### src/rtl/riscv_dift_tag_regfile_pkg.sv
// Shared DIFT tag types and scrub FSM state encoding for the tag register file.
package riscv_dift_tag_regfile_pkg;

   localparam int DIFT_TAG_SIZE = 4;

   typedef logic [DIFT_TAG_SIZE-1:0] dift_tag_t;

   typedef enum logic [1:0] {
      DIFT_SCRUB_IDLE = 2'd0,
      DIFT_SCRUB_RUN  = 2'd1,
      DIFT_SCRUB_DONE = 2'd2
   } dift_scrub_state_e;

endpackage

### src/rtl/riscv_dift_tag_scrub_fsm.sv
// Bulk tag-scrub sequencer: walks entries 1..2**ADDR_WIDTH-1 issuing one clear strobe per cycle,
// then holds a one-cycle DONE state before returning to idle.
module riscv_dift_tag_scrub_fsm
   import riscv_dift_tag_regfile_pkg::*;
#(
   parameter int ADDR_WIDTH = 5
) (
   input  logic                  clk,
   input  logic                  rst,
   input  logic                  scrub_req_i,
   output logic                  busy_o,
   output logic                  done_o,
   output logic                  clr_en_o,
   output logic [ADDR_WIDTH-1:0] clr_idx_o
);

   localparam logic [ADDR_WIDTH-1:0] LAST_IDX  = '1;
   localparam logic [ADDR_WIDTH-1:0] FIRST_IDX = ADDR_WIDTH'(1);

   dift_scrub_state_e     state_q;
   logic [ADDR_WIDTH-1:0] cnt_q;
   logic                  busy_q;
   logic                  done_q;

   always_ff @(posedge clk) begin
      if (rst) begin
         state_q <= DIFT_SCRUB_IDLE;
         cnt_q   <= FIRST_IDX;
         busy_q  <= 1'b0;
         done_q  <= 1'b0;
      end else begin
         case (state_q)
            DIFT_SCRUB_IDLE: begin
               done_q <= 1'b0;
               if (scrub_req_i) begin
                  state_q <= DIFT_SCRUB_RUN;
                  cnt_q   <= FIRST_IDX;
                  busy_q  <= 1'b1;
               end
            end
            DIFT_SCRUB_RUN: begin
               // Exit at the last index so the counter never wraps back through x0.
               if (cnt_q == LAST_IDX) begin
                  state_q <= DIFT_SCRUB_DONE;
                  done_q  <= 1'b1;
               end else begin
                  cnt_q <= cnt_q + FIRST_IDX;
               end
            end
            DIFT_SCRUB_DONE: begin
               done_q <= 1'b0;
               if (scrub_req_i) begin
                  state_q <= DIFT_SCRUB_RUN;
                  cnt_q   <= FIRST_IDX;
               end else begin
                  state_q <= DIFT_SCRUB_IDLE;
                  busy_q  <= 1'b0;
               end
            end
            default: begin
               state_q <= DIFT_SCRUB_IDLE;
               busy_q  <= 1'b0;
               done_q  <= 1'b0;
            end
         endcase
      end
   end

   assign busy_o    = busy_q;
   assign done_o    = done_q;
   assign clr_en_o  = (state_q == DIFT_SCRUB_RUN);
   assign clr_idx_o = cnt_q;

endmodule

### src/rtl/riscv_dift_tag_regfile.sv
// DIFT tag register file: three combinational read ports, EX and LSU write ports, bulk scrub.
// Define DIFT_TAGRF_BYPASS_EN to forward same-cycle writes/scrub clears to the read ports.
module riscv_dift_tag_regfile
   import riscv_dift_tag_regfile_pkg::*;
#(
   parameter int ADDR_WIDTH = 5,
   parameter int TAG_WIDTH  = DIFT_TAG_SIZE
) (
   input  logic                  clk,
   input  logic                  rst,
   input  logic [ADDR_WIDTH-1:0] raddr_a_i,
   output logic [TAG_WIDTH-1:0]  rtag_a_o,
   input  logic [ADDR_WIDTH-1:0] raddr_b_i,
   output logic [TAG_WIDTH-1:0]  rtag_b_o,
   input  logic [ADDR_WIDTH-1:0] raddr_c_i,
   output logic [TAG_WIDTH-1:0]  rtag_c_o,
   input  logic                  we_lsu_i,
   input  logic [ADDR_WIDTH-1:0] waddr_lsu_i,
   input  logic [TAG_WIDTH-1:0]  wtag_lsu_i,
   input  logic                  we_ex_i,
   input  logic [ADDR_WIDTH-1:0] waddr_ex_i,
   input  logic [TAG_WIDTH-1:0]  wtag_ex_i,
   input  logic                  scrub_req_i,
   output logic                  scrub_busy_o,
   output logic                  scrub_done_o
);

   localparam int NUM_REGS = 2 ** ADDR_WIDTH;

   logic [TAG_WIDTH-1:0]  mem_q [NUM_REGS];
   logic                  clr_en;
   logic [ADDR_WIDTH-1:0] clr_idx;
   logic [ADDR_WIDTH-1:0] raddr [3];
   logic [TAG_WIDTH-1:0]  rtag  [3];

   riscv_dift_tag_scrub_fsm #(
      .ADDR_WIDTH (ADDR_WIDTH)
   ) u_scrub (
      .clk         (clk),
      .rst         (rst),
      .scrub_req_i (scrub_req_i),
      .busy_o      (scrub_busy_o),
      .done_o      (scrub_done_o),
      .clr_en_o    (clr_en),
      .clr_idx_o   (clr_idx)
   );

   // Entry 0 is held at its reset value and never written; port writes beat a same-cycle scrub.
   always_ff @(posedge clk) begin
      if (rst) begin
         for (int i = 0; i < NUM_REGS; i++) begin
            mem_q[i] <= '0;
         end
      end else begin
         for (int i = 1; i < NUM_REGS; i++) begin
            if (we_ex_i && (waddr_ex_i == ADDR_WIDTH'(i))) begin
               mem_q[i] <= wtag_ex_i;
            end else if (we_lsu_i && (waddr_lsu_i == ADDR_WIDTH'(i))) begin
               mem_q[i] <= wtag_lsu_i;
            end else if (clr_en && (clr_idx == ADDR_WIDTH'(i))) begin
               mem_q[i] <= '0;
            end
         end
      end
   end

   assign raddr[0] = raddr_a_i;
   assign raddr[1] = raddr_b_i;
   assign raddr[2] = raddr_c_i;

   generate
      for (genvar gi = 0; gi < 3; gi++) begin : g_rport
         always_comb begin
            rtag[gi] = mem_q[raddr[gi]];
            if (raddr[gi] == '0) begin
               rtag[gi] = '0;
`ifdef DIFT_TAGRF_BYPASS_EN
            end else if (we_ex_i && (waddr_ex_i == raddr[gi])) begin
               rtag[gi] = wtag_ex_i;
            end else if (we_lsu_i && (waddr_lsu_i == raddr[gi])) begin
               rtag[gi] = wtag_lsu_i;
            end else if (clr_en && (clr_idx == raddr[gi])) begin
               rtag[gi] = '0;
`endif
            end
         end
      end
   endgenerate

   assign rtag_a_o = rtag[0];
   assign rtag_b_o = rtag[1];
   assign rtag_c_o = rtag[2];

endmodule

### config.mk
export PLATFORM = sky130hd
export DESIGN_NAME = riscv_dift_tag_regfile
export DESIGN_NICKNAME = d
export VERILOG_FILES = /design/src/rtl/riscv_dift_tag_regfile_pkg.sv /design/src/rtl/riscv_dift_tag_scrub_fsm.sv /design/src/rtl/riscv_dift_tag_regfile.sv
export SDC_FILE = /design/constraint.sdc
export NUM_CORES = 1
export LEC_CHECK = 0
export BUFFER_PORTS_ARGS = -buffer_cell sky130_fd_sc_hd__buf_2
export CAP_MARGIN = 20
export CORE_ASPECT_RATIO = 0.5
export CORE_MARGIN = 2
export CORE_UTILIZATION = 63
export CTS_BUF_LIST = sky130_fd_sc_hd__clkbuf_16
export DETAILED_ROUTE_END_ITERATION = 6
export GPL_ROUTABILITY_DRIVEN = 0
export PLACE_DENSITY = 0.8
export SLEW_MARGIN = 15
export SYNTH_ARGS = -nofsm -noshare
export SYNTH_HDL_FRONTEND = slang
export SYNTH_HIERARCHICAL = 1
export SYNTH_SLANG_ARGS = --single-unit
### constraint.sdc
create_clock -name clk -period 9.79 [get_ports clk]
set_clock_uncertainty 0.1 [all_clocks]
set_input_delay 2.937 -clock clk [delete_from_list [all_inputs] [get_ports clk]]
set_output_delay 2.937 -clock clk [all_outputs]
set_load 0.01 [all_outputs]
==> qor.csv, run 1 <==
metric,value,unit
GRT Total Usage,40.9,%
CP max FO,35,
clk slew on worst S/H paths,0.06,ns
CTS Sinks,133,
"Primary FF master, synth",edfxtp_1,
# Post-CTS Setup Buffers,0,
Avg Inst Size Synth,10.3,µm²
die height,98.7,µm
"commonest cells after routing, fill and taps aside","143 x nor2_1, 124 x edfxtp_1, 96 x mux2i_1, 67 x nand2_1",
Rows,34,
min-delay worst type,flip-flop to flip-flop,
vias per cell,7.84,
grt ovf,0,
PwrDens,139,nW/µm²
Buffers on Ports,51,
detailed-route via count,10300,
critical path launch point,raddr_a_i[1],
r2r startpoint,u_scrub/state_q[0],
r2r setup slk,7.06,ns
Peak VDD IR,122,µV
CP Launch Type,primary input,
Post-synth EDFFs,124,
post-synth cell types,74,
ANT nets after route,0,
Clock Latency Late Sink,0.43,ns
CP max stage delay,0.68,ns
Total Wirelength,39100,µm
"delay-heaviest family, CP",multiplexers,
Worst R2R Path Depth,5,
CTS tree,done,
final net count,1106,
main combinational cell family by area after synthesis,multiplexers,
H-tree levels,4,
Crit path buffers/inverters,2,
RSZ-0062 raised after global routing,no,
maximum buffer depth of the clock tree,2,
Post-Synthesis Cells,1100,
DR iter-0 viols,2372,
Worst Tran Pin Value,1.04,ns
initial antenna violation count,1,
hold_buf cts,0,
first-pass GRT wire length,58000,µm
die area,19100,µm²
Die W,193,µm
hold path cells,2,
final routed DRC violation total,0,
hpwl dp,27700,µm
crit path DAT,5.10,ns
Core ar.,17500,µm²
sequential-to-total area share from yosys stat,34.6,%
worst setup path class,primary input to output port,
maximum clock rate,0.123,GHz
Synth Area in XOR/XNOR,0.0775,%
mux cell area share after synthesis,23.4,%
fin crit share,83.1,%
pin count of the biggest net entering global routing,88,
syn_nets,1140,
Setup Viol. Count Final,0,
Levels on crit path,6,
post-cts gate resize count,0,
final worst setup slack,1.66,ns
Critical Path End Type,output port,
Pleak,0.00419,µW
RR Endpoint,mem_q[24][2],
Yosys reg bits,133,
"FFs w/ async S/R, synth",0,%
Initial Util,64.6,%
"commonest non-fill, non-tap cell in the layout",nor2_1,
Worst EP required,6.75,ns
# IOs,52,
CTS Buf Count,17,
crit path to,rtag_a_o[2],
worst path cell trace,"buf_2, mux4_2, mux4_2, nor2_1, a31oi_1, buf_2",
status,completed,
max-slew violations,0,
fin crit period,8.13,ns
Final Power,1670,µW
Synth Area in Adders,0.222,%
synthesized cell area,11300,µm²
layout cells sized above 1,19.1,%
compound-gate portion of the synthesized area,15.0,%
drt first pass iters,7,
final hold vios,0,
Worst path slowest cell,buf_2,
Clock Tree Root,clkbuf_16,
TNS Setup,0,ns
Yosys warnings,6,
number of global-route vias before repair,9348,
area grow syn2layout,5.77,%
Slew headroom,30.3,%
pre-CTS setup slack,1.69,ns
Max-Cap Viols,0,
Simple-Gate Fraction of Synth Area,21.5,%
routed len/inst,29.7,µm
-- final cells by class --
cell class                 instances  area [µm²]
fill                            1298        5540
tap                              234         293
timing repair buffer              58         333
clock inverter                    15         165
sequential                       133        3900
inverter                           8        30.0
multi-input combinational        848        6800
clock buffer                      17         425
antenna                            1        2.50
-- routing by layer --
metal  vias to the layer above  track usage [%]  routed length (µm)  part of all wire, %
met1                      4871             60.6               14900                   38
met4                         2             9.16                 931                  2.4
met2                      1058             53.0               14800                   38
li1                       4240                -                   -                    -
met3                       136             19.5                8300                   21
met5                         -             6.17                 131                 0.34
-- metrics by stage --
step	hold slack [ns]	std cells	utilization [%]	cell area, µm²
finish	0.378	1314	68.3	11900
detailed placement	0.370	1280	64.8	11300
global route	0.412	1314	68.3	11900
CTS	0.383	1312	68.2	11900
floorplan	0.390	1100	-	11300
global placement	0.357	1280	64.8	11300
-- tightest hold or removal path, delay by kind of cell (launching register included) --
kind,cells,cell delay (ns)
AOI/OAI and AO/OA,1,0.05
and+or+nand+nor,1,0.06
DFF,1,0.32
-- power breakdown --
part	internal, µW	total [µW]	switching (µW)
logic	119	303	184
registers	658	712	53.7
clock network	381	652	271
total	1160	1670	508
-- how the worst min path moves through the flow --
| stage | from | end | slack (ns) |
|---|---|---|---|
| detailed placement | u_scrub/busy_o | u_scrub/busy_o | 0.37 |
| CTS | u_scrub/busy_o | u_scrub/busy_o | 0.38 |
| global route | u_scrub/busy_o | u_scrub/busy_o | 0.41 |
| global placement | u_scrub/busy_o | u_scrub/busy_o | 0.36 |
| finish | u_scrub/busy_o | u_scrub/busy_o | 0.38 |
| floorplan | u_scrub/clr_idx_o[0] | u_scrub/clr_idx_o[0] | 0.39 |
-- cell usage after synthesis, types with 8 or more instances --
cell type	number	share of area [%]
o21ai_0	13	0.58
or3_1	8	0.44
edfxtp_1	124	33
o211ai_1	11	0.73
a211oi_1	26	1.7
nor2_1	143	4.8
buf_6	8	0.80
nand3b_1	22	1.5
mux2_2	17	1.7
nor2b_1	27	1.5
buf_2	27	1.2
nand4_1	25	1.4
mux2i_1	96	8.5
a22oi_1	13	0.86
inv_1	8	0.27
a21oi_1	66	2.9
nand3_1	58	2.6
dfxtp_1	9	1.6
nand2b_1	18	1.0
buf_4	15	1.0
clkbuf_1	56	1.9
o22ai_1	12	0.66
mux4_2	66	13
nand2_1	67	2.2
a31oi_1	12	0.66
and3_1	9	0.50
nor3_1	16	0.71
-- cell families (layout without fill, tap and decap cells) --
kind of cell / after synthesis / after routing
other: 0 / 1
adder cells (fa/ha/maj): 2 / 2
flip-flops: 133 / 133
multiplexers: 179 / 179
XOR/XNOR: 1 / 1
AO/OA/AOI/OAI: 220 / 220
AND/OR/NAND/NOR: 446 / 446
buffers and inverters: 119 / 98
-- state kept, by name, summed over array words and instances, names as in the netlist --
signal	count
u_scrub/done_o	1
u_scrub/state_q	2
mem_q	124
u_scrub/busy_o	1
u_scrub/clr_idx_o	5
Power figures use the tool's default switching activity.
==> run 2: changes to the inputs <==
--- a/config.mk
+++ b/config.mk
@@ -9,11 +9,11 @@
 export CAP_MARGIN = 20
 export CORE_ASPECT_RATIO = 0.5
 export CORE_MARGIN = 2
-export CORE_UTILIZATION = 63
+export CORE_UTILIZATION = 57
 export CTS_BUF_LIST = sky130_fd_sc_hd__clkbuf_16
 export DETAILED_ROUTE_END_ITERATION = 6
 export GPL_ROUTABILITY_DRIVEN = 0
-export PLACE_DENSITY = 0.8
+export PLACE_DENSITY = 0.77
 export SLEW_MARGIN = 15
 export SYNTH_ARGS = -nofsm -noshare
 export SYNTH_HDL_FRONTEND = slang
==> constraint.sdc (replaced) <==
create_clock -name clk -period 6.5 [get_ports clk]
set_clock_uncertainty 0.1 [all_clocks]
set_input_delay 1.95 -clock clk [delete_from_list [all_inputs] [get_ports clk]]
set_output_delay 1.95 -clock clk [all_outputs]
set_load 0.01 [all_outputs]
==> run 2 against run 1 <==
Effect of this change:
- first-iteration DRC count down 7.3%
- sequential power up 50%
- largest power group unchanged
- non-clock buffer count increased by 6
- critical endpoint is now rtag_b_o[3]
==> qor.csv, run 2 (synthesis gave the netlist of run 1 again) <==
metric,value,unit,change
status,completed,,
Pleak,0.00418,µW,about the same
hpwl dp,28700,µm,+3.4%
worst setup path class,primary input to output port,,
"delay-heaviest family, CP",buffers and inverters,,
"commonest non-fill, non-tap cell in the layout",nor2_1,,
worst path cell trace,"buf_2, mux4_2, a22o_1, a31oi_1, nand3_1, buf_2",,
Worst Tran Pin Value,1.11,ns,+0.0675 ns
hold_buf cts,0,,unchanged
pin count of the biggest net entering global routing,94,,+6.8%
drt first pass iters,7,,unchanged
initial antenna violation count,3,,+2
grt ovf,0,,unchanged
max-slew violations,0,,unchanged
Rows,36,,+5.9%
Worst path slowest cell,mux4_2,,
Clock Tree Root,clkbuf_16,,
final routed DRC violation total,0,,unchanged
ANT nets after route,0,,unchanged
CTS Sinks,133,,unchanged
crit path DAT,3.89,ns,-1.21 ns
CP Launch Type,primary input,,
PwrDens,203,nW/µm²,+46%
# diodes,0,,-1
Top reg by flops,mem_q,,
DR iter-0 viols,2199,,-7.3%
# IOs,52,,unchanged
routed len/inst,29.0,µm,-2.6%
fin crit period,5.94,ns,
CTS tree,done,,
M1 GR Usage,53.9,%,-6.7 points
Total Wirelength,39100,µm,+0.12%
"commonest cells after routing, fill and taps aside","143 x nor2_1, 124 x edfxtp_1, 96 x mux2i_1, 67 x nand2_1",,
r2r setup slk,4.08,ns,-2.98 ns
Buffers on Ports,51,,unchanged
M3 GR Usage,19.4,%,-0.13 points
Clock Latency Late Sink,0.44,ns,about the same
met2 Track Usage GR,47.4,%,-5.6 points
vias per cell,7.63,,-2.7%
detailed-route via count,10300,,+0.049%
Crit path buffers/inverters,2,,unchanged
Initial Util,58.1,%,-6.6 points
final hold vios,0,,unchanged
Worst EP required,4.45,ns,-2.30 ns
number of flip-flops in the largest register,124,,unchanged
maximum buffer depth of the clock tree,2,,unchanged
filler instances,1513,,+17%
Core ar.,19500,µm²,+11%
Setup Viol. Count Final,0,,unchanged
area grow syn2layout,6.09,%,
H-tree levels,4,,unchanged
die area,21000,µm²,+10%
fin crit share,91.4,%,
CP max stage delay,0.58,ns,-0.10 ns
TNS Setup,0,ns,unchanged
GRT Total Usage,37.4,%,-3.6 points
Max-Cap Viols,0,,unchanged
die height,104,µm,+4.9%
Critical Path End Type,output port,,
Final Power,2440,µW,+46%
first-pass GRT wire length,57600,µm,-0.63%
maximum clock rate,0.168,GHz,
CP max FO,20,,-43%
Peak VDD IR,170,µV,+40%
Die W,203,µm,+5.0%
min-delay worst type,flip-flop to flip-flop,,
RSZ-0062 raised after global routing,no,,
global route hottest layer,met1,,
final net count,1112,,+0.54%
layout cells sized above 1,19.4,%,+0.26 points
number of global-route vias before repair,9222,,-1.3%
Slew headroom,26.0,%,-4.4 points
CTS Buf Count,17,,unchanged
post-cts gate resize count,0,,unchanged
crit-path most repeated cell,buf_2,,
clk slew on worst S/H paths,0.06,ns,about the same
# Post-CTS Setup Buffers,0,,unchanged
run 2: cell types whose count changed in the layout (fill, tap and decap cells not counted), moves of 2 or more:
cell | previous run | this run
inv_6 | 8 | 5
buf_4 | 8 | 13
clkinv_1 | 0 | 3
clkinv_4 | 0 | 2
run 2: final cells by class:
| type | instances | area [µm²] | area share (%) |
|---|---|---|---|
| multi-input combinational | 848 | 6800 | 56.7 |
| sequential | 133 | 3900 | 32.6 |
| clock buffer | 17 | 425 | 3.55 |
| timing repair buffer | 64 | 368 | 3.07 |
| tap | 266 | 333 | 2.78 |
| clock inverter | 15 | 129 | 1.08 |
| inverter | 8 | 30.0 | 0.251 |
run 2: final timing paths:
| path | startpoint | endpoint | depth (start not counted) |
|---|---|---|---|
| worst max-delay path | raddr_b_i[0] | rtag_b_o[3] | 6 |
| worst min-delay path | u_scrub/busy_o | u_scrub/busy_o | 2 |
| worst max register to register | u_scrub/clr_idx_o[2] | mem_q[21][0] | 4 |
| worst min register to register | u_scrub/busy_o | u_scrub/busy_o | 2 |
run 2: stage by stage:
step / setup slack (ns) / instance area [µm²] / hold slack [ns] / util, % / std cells
after floorplan: 1.14 / 11300 / 0.390 / - / 1100
after global placement: 0.608 / 11400 / 0.361 / 58.7 / 1319
after detailed placement: 0.579 / 11400 / 0.368 / 58.7 / 1319
after CTS: 0.569 / 12000 / 0.380 / 61.6 / 1351
after global routing: 0.456 / 12000 / 0.414 / 61.6 / 1351
final: 0.562 / 12000 / 0.383 / 61.6 / 1351
run 2: per-layer routing:
layer | vias up | part of all wire (%)
li1 | 4256 | -
met1 | 4861 | 38
met2 | 1041 | 38
met3 | 152 | 21
met4 | 2 | 3.5
met5 | - | 0.028
run 2: power by group:
part           switching (µW)  leakage [µW]  internal, µW
Combinational             279       0.00258           181
Sequential               81.3       0.00134           991
Clock                     377      0.000265           526
Total                     737       0.00418          1700
run 2: tightest hold or removal path, delay by kind of cell, from the launching register on:
kind	cells	cell delay, ns
AND/OR/NAND/NOR	1	0.06
flip-flops	1	0.33
AO/OA/AOI/OAI	1	0.05
